==> src/rtl/rriot_bus_arbiter_if.sv <==
// rriot_bus_arbiter_if
//   Connects the two requesters and the mcs6530 register/ROM/RAM bus to
//   rriot_bus_arbiter.
//   mN_req/we_n/rs_n/addr/wdata/lock : requester N access request and payload
//   mN_gnt/done/rdata                : grant pulse, completion pulse, read data
//   bus_a/di/we_n/rs_n               : arbiter drive towards the mcs6530
//   bus_do/oe                        : mcs6530 read data and output enable
//   slave  modport : the arbiter's view
//   master modport : the requester/device side's view
interface rriot_bus_arbiter_if #(
    parameter int AW = 10,
    parameter int DW = 8
);
    logic          m0_req;
    logic          m0_we_n;
    logic          m0_rs_n;
    logic [AW-1:0] m0_addr;
    logic [DW-1:0] m0_wdata;
    logic          m0_lock;
    logic          m0_gnt;
    logic          m0_done;
    logic [DW-1:0] m0_rdata;

    logic          m1_req;
    logic          m1_we_n;
    logic          m1_rs_n;
    logic [AW-1:0] m1_addr;
    logic [DW-1:0] m1_wdata;
    logic          m1_lock;
    logic          m1_gnt;
    logic          m1_done;
    logic [DW-1:0] m1_rdata;

    logic [AW-1:0] bus_a;
    logic [DW-1:0] bus_di;
    logic [DW-1:0] bus_do;
    logic          bus_oe;
    logic          bus_we_n;
    logic          bus_rs_n;

    modport slave (
        input  m0_req, m0_we_n, m0_rs_n, m0_addr, m0_wdata, m0_lock,
        output m0_gnt, m0_done, m0_rdata,
        input  m1_req, m1_we_n, m1_rs_n, m1_addr, m1_wdata, m1_lock,
        output m1_gnt, m1_done, m1_rdata,
        output bus_a, bus_di, bus_we_n, bus_rs_n,
        input  bus_do, bus_oe
    );

    modport master (
        output m0_req, m0_we_n, m0_rs_n, m0_addr, m0_wdata, m0_lock,
        input  m0_gnt, m0_done, m0_rdata,
        output m1_req, m1_we_n, m1_rs_n, m1_addr, m1_wdata, m1_lock,
        input  m1_gnt, m1_done, m1_rdata,
        input  bus_a, bus_di, bus_we_n, bus_rs_n,
        output bus_do, bus_oe
    );
endinterface

==> src/rtl/rriot_bus_arbiter.sv <==
// rriot_bus_arbiter
//   Two-port round-robin arbiter and two-cycle access sequencer in front of
//   the mcs6530 RRIOT bus. Port 0 is the CPU-side model, port 1 the
//   host/debug injector. A granted owner may keep the bus for a bounded
//   chain of locked accesses.
//   phi2    : clock, rising edge
//   rst_n   : asynchronous active-low reset
//   arb_bus : requester handshakes/payloads and the mcs6530 bus (slave view)
module rriot_bus_arbiter #(
    parameter int AW       = 10,
    parameter int DW       = 8,
    parameter int MAX_LOCK = 4
) (
    input logic                 phi2,
    input logic                 rst_n,
    rriot_bus_arbiter_if.slave  arb_bus
);
    typedef enum logic [1:0] {
        IDLE = 2'd0,
        ADDR = 2'd1,
        DATA = 2'd2
    } state_t;

    localparam logic [3:0] LOCK_LIMIT = 4'(MAX_LOCK);

    state_t        state_q, state_d;
    logic          owner_q;
    logic          last_owner_q;
    logic [3:0]    lock_cnt_q, lock_cnt_d;
    logic          lat_we_n;
    logic          lat_rs_n;
    logic [AW-1:0] lat_addr;
    logic [DW-1:0] lat_wdata;
    logic          lat_lock;
    logic [1:0]    gnt_q;
    logic [1:0]    done_q;
    logic [DW-1:0] rdata0_q;
    logic [DW-1:0] rdata1_q;

    logic [1:0]    req;
    logic          rr_pick;
    logic          grant;
    logic          grant_id;
    logic [DW-1:0] read_value;

    assign req = {arb_bus.m1_req, arb_bus.m0_req};

    // On a tie the port that did not own the bus last wins; otherwise the
    // single requester wins.
    assign rr_pick = (req[0] && req[1]) ? ~last_owner_q : req[1];

    // A read with the device output disabled sees an undriven (high) bus.
    assign read_value = arb_bus.bus_oe ? arb_bus.bus_do : '1;

    always_comb begin
        state_d    = state_q;
        lock_cnt_d = lock_cnt_q;
        grant      = 1'b0;
        grant_id   = owner_q;
        unique case (state_q)
            IDLE: begin
                if (|req) begin
                    state_d    = ADDR;
                    grant      = 1'b1;
                    grant_id   = rr_pick;
                    lock_cnt_d = 4'd1;
                end
            end
            ADDR: begin
                state_d = DATA;
            end
            DATA: begin
                // Lock continuation beats round-robin until the chain hits the
                // bound, and past the bound only while the other port is idle.
                if (req[owner_q] && lat_lock &&
                    ((lock_cnt_q < LOCK_LIMIT) || !req[~owner_q])) begin
                    state_d    = ADDR;
                    grant      = 1'b1;
                    grant_id   = owner_q;
                    lock_cnt_d = (lock_cnt_q == 4'hF) ? 4'hF : lock_cnt_q + 4'd1;
                end else if (|req) begin
                    state_d    = ADDR;
                    grant      = 1'b1;
                    grant_id   = rr_pick;
                    lock_cnt_d = 4'd1;
                end else begin
                    state_d    = IDLE;
                    lock_cnt_d = '0;
                end
            end
            default: begin
                state_d    = IDLE;
                lock_cnt_d = '0;
            end
        endcase
    end

    always_ff @(posedge phi2 or negedge rst_n) begin
        if (!rst_n) begin
            state_q      <= IDLE;
            owner_q      <= 1'b0;
            last_owner_q <= 1'b1;
            lock_cnt_q   <= '0;
            lat_we_n     <= 1'b1;
            lat_rs_n     <= 1'b1;
            lat_addr     <= '0;
            lat_wdata    <= '0;
            lat_lock     <= 1'b0;
            gnt_q        <= '0;
            done_q       <= '0;
            rdata0_q     <= '0;
            rdata1_q     <= '0;
        end else begin
            state_q    <= state_d;
            lock_cnt_q <= lock_cnt_d;
            gnt_q      <= '0;
            done_q     <= '0;
            if (grant) begin
                gnt_q[grant_id] <= 1'b1;
                owner_q         <= grant_id;
                last_owner_q    <= grant_id;
                lat_we_n        <= grant_id ? arb_bus.m1_we_n  : arb_bus.m0_we_n;
                lat_rs_n        <= grant_id ? arb_bus.m1_rs_n  : arb_bus.m0_rs_n;
                lat_addr        <= grant_id ? arb_bus.m1_addr  : arb_bus.m0_addr;
                lat_wdata       <= grant_id ? arb_bus.m1_wdata : arb_bus.m0_wdata;
                lat_lock        <= grant_id ? arb_bus.m1_lock  : arb_bus.m0_lock;
            end
            if (state_q == DATA) begin
                done_q[owner_q] <= 1'b1;
                if (lat_we_n) begin
                    if (owner_q) begin
                        rdata1_q <= read_value;
                    end else begin
                        rdata0_q <= read_value;
                    end
                end
            end
        end
    end

    // Bus drive comes only from the latched payload; the write strobe is
    // confined to the address cycle and falls back to idle values on reset.
    always_comb begin
        arb_bus.bus_a    = '0;
        arb_bus.bus_di   = '0;
        arb_bus.bus_rs_n = 1'b1;
        arb_bus.bus_we_n = 1'b1;
        if (state_q != IDLE) begin
            arb_bus.bus_a    = lat_addr;
            arb_bus.bus_di   = lat_wdata;
            arb_bus.bus_rs_n = lat_rs_n;
        end
        if (state_q == ADDR) begin
            arb_bus.bus_we_n = lat_we_n;
        end
    end

    assign arb_bus.m0_gnt   = gnt_q[0];
    assign arb_bus.m1_gnt   = gnt_q[1];
    assign arb_bus.m0_done  = done_q[0];
    assign arb_bus.m1_done  = done_q[1];
    assign arb_bus.m0_rdata = rdata0_q;
    assign arb_bus.m1_rdata = rdata1_q;
endmodule

==> src/flat_wrapper.sv <==
// flat-port wrapper written by rule: the top's interface ports become plain ports
module rriot_bus_arbiter_flat 
#(
    parameter int AW       = 10,
    parameter int DW       = 8,
    parameter int MAX_LOCK = 4
)
  (phi2, rst_n, arb_bus_m0_req, arb_bus_m0_we_n, arb_bus_m0_rs_n, arb_bus_m0_addr, arb_bus_m0_wdata, arb_bus_m0_lock, arb_bus_m0_gnt, arb_bus_m0_done, arb_bus_m0_rdata, arb_bus_m1_req, arb_bus_m1_we_n, arb_bus_m1_rs_n, arb_bus_m1_addr, arb_bus_m1_wdata, arb_bus_m1_lock, arb_bus_m1_gnt, arb_bus_m1_done, arb_bus_m1_rdata, arb_bus_bus_a, arb_bus_bus_di, arb_bus_bus_we_n, arb_bus_bus_rs_n, arb_bus_bus_do, arb_bus_bus_oe);
  rriot_bus_arbiter_if #(.AW(AW), .DW(DW)) arb_bus_i ();
  input logic phi2;
  input logic rst_n;
  input wire logic [$bits(arb_bus_i.m0_req)-1:0] arb_bus_m0_req;
  input wire logic [$bits(arb_bus_i.m0_we_n)-1:0] arb_bus_m0_we_n;
  input wire logic [$bits(arb_bus_i.m0_rs_n)-1:0] arb_bus_m0_rs_n;
  input wire logic [$bits(arb_bus_i.m0_addr)-1:0] arb_bus_m0_addr;
  input wire logic [$bits(arb_bus_i.m0_wdata)-1:0] arb_bus_m0_wdata;
  input wire logic [$bits(arb_bus_i.m0_lock)-1:0] arb_bus_m0_lock;
  output wire logic [$bits(arb_bus_i.m0_gnt)-1:0] arb_bus_m0_gnt;
  output wire logic [$bits(arb_bus_i.m0_done)-1:0] arb_bus_m0_done;
  output wire logic [$bits(arb_bus_i.m0_rdata)-1:0] arb_bus_m0_rdata;
  input wire logic [$bits(arb_bus_i.m1_req)-1:0] arb_bus_m1_req;
  input wire logic [$bits(arb_bus_i.m1_we_n)-1:0] arb_bus_m1_we_n;
  input wire logic [$bits(arb_bus_i.m1_rs_n)-1:0] arb_bus_m1_rs_n;
  input wire logic [$bits(arb_bus_i.m1_addr)-1:0] arb_bus_m1_addr;
  input wire logic [$bits(arb_bus_i.m1_wdata)-1:0] arb_bus_m1_wdata;
  input wire logic [$bits(arb_bus_i.m1_lock)-1:0] arb_bus_m1_lock;
  output wire logic [$bits(arb_bus_i.m1_gnt)-1:0] arb_bus_m1_gnt;
  output wire logic [$bits(arb_bus_i.m1_done)-1:0] arb_bus_m1_done;
  output wire logic [$bits(arb_bus_i.m1_rdata)-1:0] arb_bus_m1_rdata;
  output wire logic [$bits(arb_bus_i.bus_a)-1:0] arb_bus_bus_a;
  output wire logic [$bits(arb_bus_i.bus_di)-1:0] arb_bus_bus_di;
  output wire logic [$bits(arb_bus_i.bus_we_n)-1:0] arb_bus_bus_we_n;
  output wire logic [$bits(arb_bus_i.bus_rs_n)-1:0] arb_bus_bus_rs_n;
  input wire logic [$bits(arb_bus_i.bus_do)-1:0] arb_bus_bus_do;
  input wire logic [$bits(arb_bus_i.bus_oe)-1:0] arb_bus_bus_oe;
  assign arb_bus_i.m0_req = arb_bus_m0_req;
  assign arb_bus_i.m0_we_n = arb_bus_m0_we_n;
  assign arb_bus_i.m0_rs_n = arb_bus_m0_rs_n;
  assign arb_bus_i.m0_addr = arb_bus_m0_addr;
  assign arb_bus_i.m0_wdata = arb_bus_m0_wdata;
  assign arb_bus_i.m0_lock = arb_bus_m0_lock;
  assign arb_bus_m0_gnt = arb_bus_i.m0_gnt;
  assign arb_bus_m0_done = arb_bus_i.m0_done;
  assign arb_bus_m0_rdata = arb_bus_i.m0_rdata;
  assign arb_bus_i.m1_req = arb_bus_m1_req;
  assign arb_bus_i.m1_we_n = arb_bus_m1_we_n;
  assign arb_bus_i.m1_rs_n = arb_bus_m1_rs_n;
  assign arb_bus_i.m1_addr = arb_bus_m1_addr;
  assign arb_bus_i.m1_wdata = arb_bus_m1_wdata;
  assign arb_bus_i.m1_lock = arb_bus_m1_lock;
  assign arb_bus_m1_gnt = arb_bus_i.m1_gnt;
  assign arb_bus_m1_done = arb_bus_i.m1_done;
  assign arb_bus_m1_rdata = arb_bus_i.m1_rdata;
  assign arb_bus_bus_a = arb_bus_i.bus_a;
  assign arb_bus_bus_di = arb_bus_i.bus_di;
  assign arb_bus_bus_we_n = arb_bus_i.bus_we_n;
  assign arb_bus_bus_rs_n = arb_bus_i.bus_rs_n;
  assign arb_bus_i.bus_do = arb_bus_bus_do;
  assign arb_bus_i.bus_oe = arb_bus_bus_oe;
  rriot_bus_arbiter #(.AW(AW), .DW(DW), .MAX_LOCK(MAX_LOCK)) u_core (.phi2(phi2), .rst_n(rst_n), .arb_bus(arb_bus_i));
endmodule
==> config.mk <==
export PLATFORM = sky130hd
export DESIGN_NAME = rriot_bus_arbiter_flat
export DESIGN_NICKNAME = d
export VERILOG_FILES = /design/src/rtl/rriot_bus_arbiter_if.sv /design/src/rtl/rriot_bus_arbiter.sv /design/src/flat_wrapper.sv
export SDC_FILE = /design/constraint.sdc
export NUM_CORES = 1
export LEC_CHECK = 0
export ABC_AREA = 1
export CAP_MARGIN = 5
export CORE_UTILIZATION = 47
export DETAILED_ROUTE_END_ITERATION = 8
export PLACE_DENSITY = 0.85
export RECOVER_POWER = 25
export SLEW_MARGIN = 20
export SYNTH_ARGS = -nofsm -noshare
export SYNTH_HDL_FRONTEND = slang
export SYNTH_SLANG_ARGS = --single-unit
==> constraint.sdc <==
create_clock -name phi2 -period 3.93 [get_ports phi2]
set_clock_uncertainty 0.2 [all_clocks]
set_input_delay 0.393 -clock phi2 [delete_from_list [all_inputs] [get_ports phi2]]
set_output_delay 0.393 -clock phi2 [all_outputs]
set_load 0.1 [all_outputs]
# [Yosys cells after proc, flatten, opt, wreduce, memory -nomap -nowiden]
# Index checks and enable logic that the tools add are counted.
# W data, S select, Z words.
[classes] addsub=1 eq_ne=4 reduce_logical=13 magnitude_cmp=6 muxes=36 n_bitwise=3
[op_table] operator="$mux W8" n=3
[op_table] operator="$mux W10" n=2
[op_table] operator="$mux W1" n=18
[op_table] operator="$mux W4" n=3
[op_table] operator="$pmux W4 S3" n=1
[op_table] operator="$mux W2" n=4
[op_table] operator="$lt A1 B2 Y1 const B" n=3
[op_table] operator="$pmux W2 S3" n=1
[op_table] operator="$reduce_and A3 Y1" n=2
[op_table] operator="$logic_and A1 B1 Y1" n=5
[op_table] operator="$add A4 B1 Y4 const B" n=1
[op_table] operator="$eq A4 B4 Y1 const B" n=1
[op_table] operator="$lt A4 B3 Y1 const B" n=1
[op_table] operator="$pmux W1 S2" n=2
[op_table] operator="$not A1 Y1" n=3
[op_table] operator="$demux W1 S1" n=2
[op_table] operator="$eq A2 B1 Y1 const B" n=1
[op_table] operator="$eq A2 B2 Y1 const B" n=1
[op_table] operator="$ge A1 B1 Y1 const B" n=2
[op_table] operator="$logic_not A2 Y1" n=1
[op_table] operator="$ne A2 B1 Y1 const B" n=1
[op_table] operator="$reduce_and A2 Y1" n=1
[op_table] operator="$reduce_bool A2 Y1" n=1
[op_table] operator="$reduce_or A2 Y1" n=1
[op_table] operator="other kinds (2)" n=2
[word_totals] word_cells=76 in_bits=55 output_inout_bits=40 ff_bits=49

# [Longest topological paths before layout]
# Gate-level depths: netlist (run 1).
[logic_depth] word_depth=13 ltp_mapped=10 mapped_depth_nobuf=9

# [Least setup slack after synthesis (run 1)]
# Ideal clock, no wire load.
[synth_timing] path_type="register -> output" from="register u_core.state_q[0]" to="output port arb_bus_bus_a[6]" path_stages_with_launch=4 t_required_ns=3.337 arrival_time_ns=1.929 slack_ns=1.408 cell_sequence="dfrtp_1 > nor2_1 > clkbuf_1 > nor2_1"
[synth_via] elab_chain_len=2
[synth_rtl] item="start: declaration" line_no="rriot_bus_arbiter.sv:26" rtl="state_t state_q, state_d;"
[synth_rtl] item="start signal: assignment" line_no="rriot_bus_arbiter.sv:114" rtl="state_q <= state_d;"
[synth_rtl] item="$reduce_bool A2 Y1" line_no="rriot_bus_arbiter.sv:148" rtl="if (state_q != IDLE) begin"
[synth_rtl] item="$mux W10" line_no="rriot_bus_arbiter.sv:148"
[synth_rtl] item="end: declaration" line_no="flat_wrapper.sv:30" rtl="output wire logic [$bits(arb_bus_i.bus_a)-1:0] arb_bus_bus_a;"
# No other way between the ends.

# [Worst setup path in the final report (run 1)]
[layout_timing] from="register u_core.state_q[0]" to="output port arb_bus_bus_a[0]"
# Same word-level chain as after synthesis.

==> impl_metrics.ini, run 1 <==
[outcome]
status = complete, no violations

[finish]
fillers = 392
final_layout_size_suffix_gt1_share_pct = 7.37
syn_to_final_growth_pct = 44.7
diodes = 0
nNetsFinal = 435
final_cells = 447

[global_routing]
grt_max_degree = 50
antenna_found_initial = 0
grtUsageTotal_pct = 25.4
grt_pass1_wl_um = 10600
grt_pass1_vias = 2410
overflow = 0

[sta]
rsz0062_at_grt = no
period_share_pct = 72.6
tightest_slew_ps = 1010
fin_crit_ps = 2850
finalSetupViolations = 0
slew_headroom_pct = 32.2
final_hold_viol_count = 0
fmax_ghz = 0.350
fin_tns_setup_ps = 0
finalMaxSlewViolations = 0

[power_and_ir_drop]
p_int_mw = 1.28
ir_worst_vdd_uv = 414
p_sw_mw = 1.60
pwr-share-seq_pct = 27.1
p_sw_share_pct = 55.4
power_density_mw_per_mm2 = 819
total_power_mw = 2.88
power_frac_comb_pct = 59.5
pwr-share-clk_pct = 13.3
leakagePower_nw = 1.56

[cts]
clockBufferDepth = 2
clockRootBuffer = clkbuf_8
cts-buffers-inserted = 5
cts_resized = 0
clkLatencyLatePin_ps = 320
cts_max_level = 2
clk_pin_slew_worst_paths_ps = 90
cts_tree = yes
postCtsSetupRepairBufs = 0
cts_sinks = 49

[logic_synthesis]
avgSynthCellArea_sq_um = 8.36
synth_area_leaders = dfrtp_1, nand3_1, inv_1, nand4_1, nor2_1
synth_adder_area_share_pct = 0.514
synth_mux_area_share_pct = 0
synth_top_family_by_area = simple AND/OR/NAND/NOR gates
synth_xor_xnor_area_share_pct = 0
synth_compound_area_share_pct = 8.95
ys_warn_count = 0
netlist_area_sq_mm = 0.00243
synth.largest_area_cell = dfrtp_1
yosysTopAreaCellShare_pct = 47.3
syn_inst = 291
synth-simple-area-share_pct = 29.8
ys_seq_area_share_pct = 50.6
netlist-cell-type-count = 28
ys_ff_latch = 49
synth_nets = 347

[critical_path]
cp.required_ps = 3340
slowest_stage = clkdlybuf4s50_1
cp.arrival_ps = 2260
crit_path_max_fanout = 22
cpPeakStageDelay_ps = 1160
critical_path.cell_chain = nor2_1, buf_4, nor2_1, clkdlybuf4s50_1
critPathLaunchType = register
cp_common_cell = nor2_1
worst-setup-path-type = register to output port
critPathCaptureType = output port

[placement]
place_hpwl_um = 4540
gp_congestion = 0.831
port_buffers = 94
dp_cells = 438

[worst_hold_path]
hp-class = register to register

[floorplanning]
initial_core_util_pct = 50.2
die_w_um = 73.9
placementRows = 25
die_area_sq_mm = 0.00547
core_sq_mm = 0.00485
die_y_um = 73.9
top_level_ports = 95

[routing]
final_antenna_net_count = 0
drt-initial-drc-count = 167
vias = 2405
dr.pass1.iters = 4
vias_per_cell = 5.38
routed_wl_um = 6450
drc_errors = 0
post_drt_wl_per_cell_um = 14.4

[run]
drv_cap = 0
-- cells in the final DEF, fill, tap and decap left out, types with 8 or more instances in the layout --
cell	Yosys	routed
clkdlybuf4s50_1	0	92
nand3_1	52	52
dfrtp_1	46	46
inv_1	40	40
nor2_1	32	33
nand2_1	31	31
nand4_1	23	23
a31oi_1	9	9
o21a_1	8	8
-- routing by layer --
| metal | global-route usage, % | part of all wire [%] | up-vias |
|---|---|---|---|
| met5 | 0 | 0 | - |
| met4 | 10.3 | 1.9 | 0 |
| li1 | - | - | 1143 |
| met1 | 31.0 | 42 | 1138 |
| met2 | 43.4 | 50 | 111 |
| met3 | 6.10 | 6.5 | 13 |
-- cells by family after synthesis --
family | count (synthesis)
flip-flops | 49
adder cells (fa/ha/maj) | 1
buffers and inverters | 60
AO/OA/AOI/OAI | 34
AND/OR/NAND/NOR | 147
-- layout make-up --
| cell class | count | area (sq um) | share of cell area (%) |
|---|---|---|---|
| clock buffer | 5 | 68.8 | 1.96 |
| tap | 67 | 83.8 | 2.38 |
| timing repair buffer | 99 | 976 | 27.7 |
| clock inverter | 3 | 50.0 | 1.42 |
| multi-input combinational | 182 | 952 | 27.1 |
| sequential | 49 | 1230 | 35.0 |
| inverter | 42 | 158 | 4.48 |
-- power groups by stage --
stage | Sequential (mW) | Clock [mW] | Combinational [mW]
global route | 0.802 | 0.402 | 1.79
CTS | 0.780 | 0.387 | 1.72
global placement | 0.778 | 0 | 1.70
detailed placement | 0.785 | 0 | 1.72
finish | 0.782 | 0.384 | 1.72
floorplan | 1.29 | 0 | 0.798
-- path summary, 6_finish.rpt --
check,slack (ps),startpoint,cells after the start,to
max reg2reg,1510,u_core.owner_q$_DFFE_PN0P_,9,u_core.lat_wdata[5]$_DFFE_PN0P_
max,1080,u_core.state_q[0]$_DFFE_PN0N_,4,arb_bus_bus_a[0]
min in group asynchronous,420,rst_n,2,u_core.arb_bus.m1_rdata[7]$_DFFE_PN0P_
min reg2reg,280,u_core.last_owner_q$_DFFE_PN1P_,2,u_core.last_owner_q$_DFFE_PN1P_
max in group asynchronous,2710,rst_n,2,u_core.lock_cnt_q[2]$_DFFE_PN0P_
min,280,u_core.last_owner_q$_DFFE_PN1P_,2,u_core.last_owner_q$_DFFE_PN1P_
-- critical path, delay by kind of cell, from the launching register on --
family	cells	cell delay [ps]
DFF	1	400
and+or+nand+nor	2	170
buffers and inverters	2	1370
-- repair_timing --
item	CTS	global route
hold endpoints to repair	0	46
endpoints found under the setup margin	0	0
hold buffers	0	1
-- synthesized netlist by cell type --
cell	count
buf_1	1
nor2_1	32
dfrtp_1	46
a31oi_1	9
nand4_1	23
o22ai_1	3
nor3_4	2
a22oi_1	1
inv_2	1
dfstp_2	3
o31ai_1	1
o21ai_0	6
a21oi_2	1
buf_6	2
o21ai_2	1
o21a_1	8
nor2_2	1
clkinv_1	1
nand3_1	52
or2_2	2
buf_2	6
nand2_1	31
nand3_2	2
nand2_2	2
inv_1	40
clkbuf_1	9
a21oi_1	4
ha_1	1
-- sequential cells by signal (all words and copies together) (netlist names) --
name / count
u_core.gnt_q: 2
u_core.lat_addr: 10
u_core.lat_wdata: 8
u_core.owner_q: 1
u_core.state_q: 2
u_core.lat_rs_n: 1
u_core.last_owner_q: 1
u_core.done_q: 2
u_core.lat_lock: 1
u_core.lat_we_n: 1
u_core.arb_bus.m0_rdata: 8
u_core.arb_bus.m1_rdata: 8
u_core.lock_cnt_q: 4
-- metrics by stage --
stage	worst slack [ps]	util, %	instance area (sq um)	hold WS (ps)
finish	1080	72.6	3520	277
global route	972	72.6	3520	303
CTS	1050	72.4	3510	102
detailed placement	1070	69.9	3390	265
global placement	1220	69.9	3390	258
floorplan	1410	-	2430	-103
Power figures use the tool's default switching activity.
==> run 2, diff against run 1 <==
--- a/config.mk
+++ b/config.mk
@@ -7,9 +7,9 @@
 export LEC_CHECK = 0
 export ABC_AREA = 1
 export CAP_MARGIN = 5
-export CORE_UTILIZATION = 47
+export CORE_UTILIZATION = 44
 export DETAILED_ROUTE_END_ITERATION = 8
-export PLACE_DENSITY = 0.85
+export PLACE_DENSITY = 0.81
 export RECOVER_POWER = 25
 export SLEW_MARGIN = 20
 export SYNTH_ARGS = -nofsm -noshare
==> constraint.sdc (replaced) <==
create_clock -name phi2 -period 2.7 [get_ports phi2]
set_clock_uncertainty 0.2 [all_clocks]
set_input_delay 0.27 -clock phi2 [delete_from_list [all_inputs] [get_ports phi2]]
set_output_delay 0.27 -clock phi2 [all_outputs]
set_load 0.1 [all_outputs]
==> run 2 against run 1 <==
Cell count up 1.3%. Sequential cell count stayed put. Die area up 6.6%. Global-route usage fell by 4.0 points. Combinational power up 55%. First-iteration DRC count decreased by 33%. Hold slack worse by 18 ps. Wire length shrank 7.8%. Non-clock buffer count increased by 3. Largest cell class unchanged. Largest power group unchanged. Highest routed layer unchanged.
==> impl_metrics.ini, run 2 (synthesis results as in run 1) <==
[cts]
clkLatencyLatePin_ps = 300
cts-buffers-inserted = 5
clk_pin_slew_worst_paths_ps = 90
hold_buffers = 1
postCtsSetupRepairBufs = 0
cts_max_level = 2
cts_sinks = 49
clockBufferDepth = 2
clockRootBuffer = clkbuf_8
cts_tree = yes
cts_resized = 0

[critical_path]
path_buf_inv = 1
cpPeakStageDelay_ps = 860
critPathLaunchType = register
worst-setup-path-type = register to output port
critPathCaptureType = output port
critical_path.cell_chain = clkbuf_1
crit_path_max_fanout = 2
slowest_stage = clkbuf_1
cp.required_ps = 2230
cp_top_family = buffers and inverters
reg2reg_depth = 5
cp.arrival_ps = 1500
cp.depth = 1

[sta]
fin_tns_setup_ps = 0
finalMaxSlewViolations = 0
fmax_ghz = 0.507
period_share_pct = 73.1
rsz0062_at_grt = no
final_hold_viol_count = 0
fin_crit_ps = 1970
tightest_slew_ps = 1190
slew_headroom_pct = 20.9
finalSetupViolations = 0

[routing]
vias = 2331
post_drt_wl_per_cell_um = 13.1
final_antenna_net_count = 0
routed_wl_um = 5950
drc_errors = 0
dr.pass1.iters = 4
drt-initial-drc-count = 112
vias_per_cell = 5.15

[run]
drv_cap = 0

[global_routing]
grt_pass1_vias = 2229
overflow = 0
grtUsageTotal_pct = 21.4
grt_max_degree = 41
antenna_found_initial = 0
grt_pass1_wl_um = 10000

[floorplanning]
die_area_sq_mm = 0.00583
die_y_um = 76.4
placementRows = 26
die_w_um = 76.4
top_level_ports = 95
core_sq_mm = 0.00520
initial_core_util_pct = 46.7

[worst_hold_path]
hp-class = primary input to async pin

[finish]
layout_commonest_cell = clkdlybuf4s50_1
diodes = 0
nNetsFinal = 438
largest-register = u_core.lat_addr
largest_reg_flops = 10
design_area_sq_mm = 0.00366
final_layout_size_suffix_gt1_share_pct = 16.7
syn_to_final_growth_pct = 50.4
mostFrequentLayoutCells = clkdlybuf4s50_1, nand3_1, dfrtp_1

[power_and_ir_drop]
ir_worst_vdd_uv = 716
power_density_mw_per_mm2 = 1170
leakagePower_nw = 1.66

[outcome]
status = complete, no violations

[placement]
place_hpwl_um = 4340
gp_congestion = 0.888
port_buffers = 94
postPlaceCellArea_sq_mm = 0.00357
==> run 2: metrics by stage <==
step	power [mW]	hold slack (ps)	setup WS [ps]	instances	utilization, %
final	4.27	259	726	453	70.3
after global routing	4.45	304	410	453	70.3
after CTS	4.31	156	738	453	70.8
after detailed placement	3.84	-51.2	476	444	68.6
after global placement	3.80	-54.7	571	444	68.6
after floorplan	3.04	-226	301	291	-
==> run 2: where the power goes <==
| part | total, mW | internal (mW) | switching (mW) |
|---|---|---|---|
| combinational | 2.66 | 0.736 | 1.92 |
| sequential | 1.14 | 0.983 | 0.153 |
| clock | 0.470 | 0.237 | 0.234 |
| total | 4.27 | 1.96 | 2.31 |
==> run 2: worst paths after layout <==
path                                                        startpoint                                     end  slack [ps]
worst max register to register           u_core.state_q[0]$_DFFE_PN0N_  u_core.arb_bus.m1_rdata[1]$_DFFE_PN0P_         750
min in group phi2                      u_core.last_owner_q$_DFFE_PN1P_         u_core.last_owner_q$_DFFE_PN1P_         280
worst min-delay path                                             rst_n          u_core.lat_addr[1]$_DFFE_PN0P_         260
max in group asynchronous                                        rst_n  u_core.arb_bus.m1_rdata[0]$_DFFE_PN0P_         750
worst max-delay path            u_core.arb_bus.m1_rdata[6]$_DFFE_PN0P_                     arb_bus_m1_rdata[6]         730
worst min register to register         u_core.last_owner_q$_DFFE_PN1P_         u_core.last_owner_q$_DFFE_PN1P_         280
==> run 2: layer usage <==
layer | wire [um] | up-vias | GRT usage (%) | share of wire (%)
met5 | 0 | - | 0 | 0
li1 | - | 1152 | - | -
met2 | 2990 | 81 | 36.7 | 50
met3 | 400 | 7 | 4.79 | 6.7
met4 | 58 | 0 | 7.50 | 0.98
met1 | 2500 | 1091 | 26.6 | 42
==> run 2: area by class of cell <==
type / instances / area (sq um)
clock inverters: 1 / 8.76
inverters: 42 / 158
repair buffers: 102 / 1130
fillers: 429 / 1550
clock buffers: 7 / 96.3
well taps: 70 / 87.6
flip-flops and latches: 49 / 1230
multi-input cells: 182 / 952
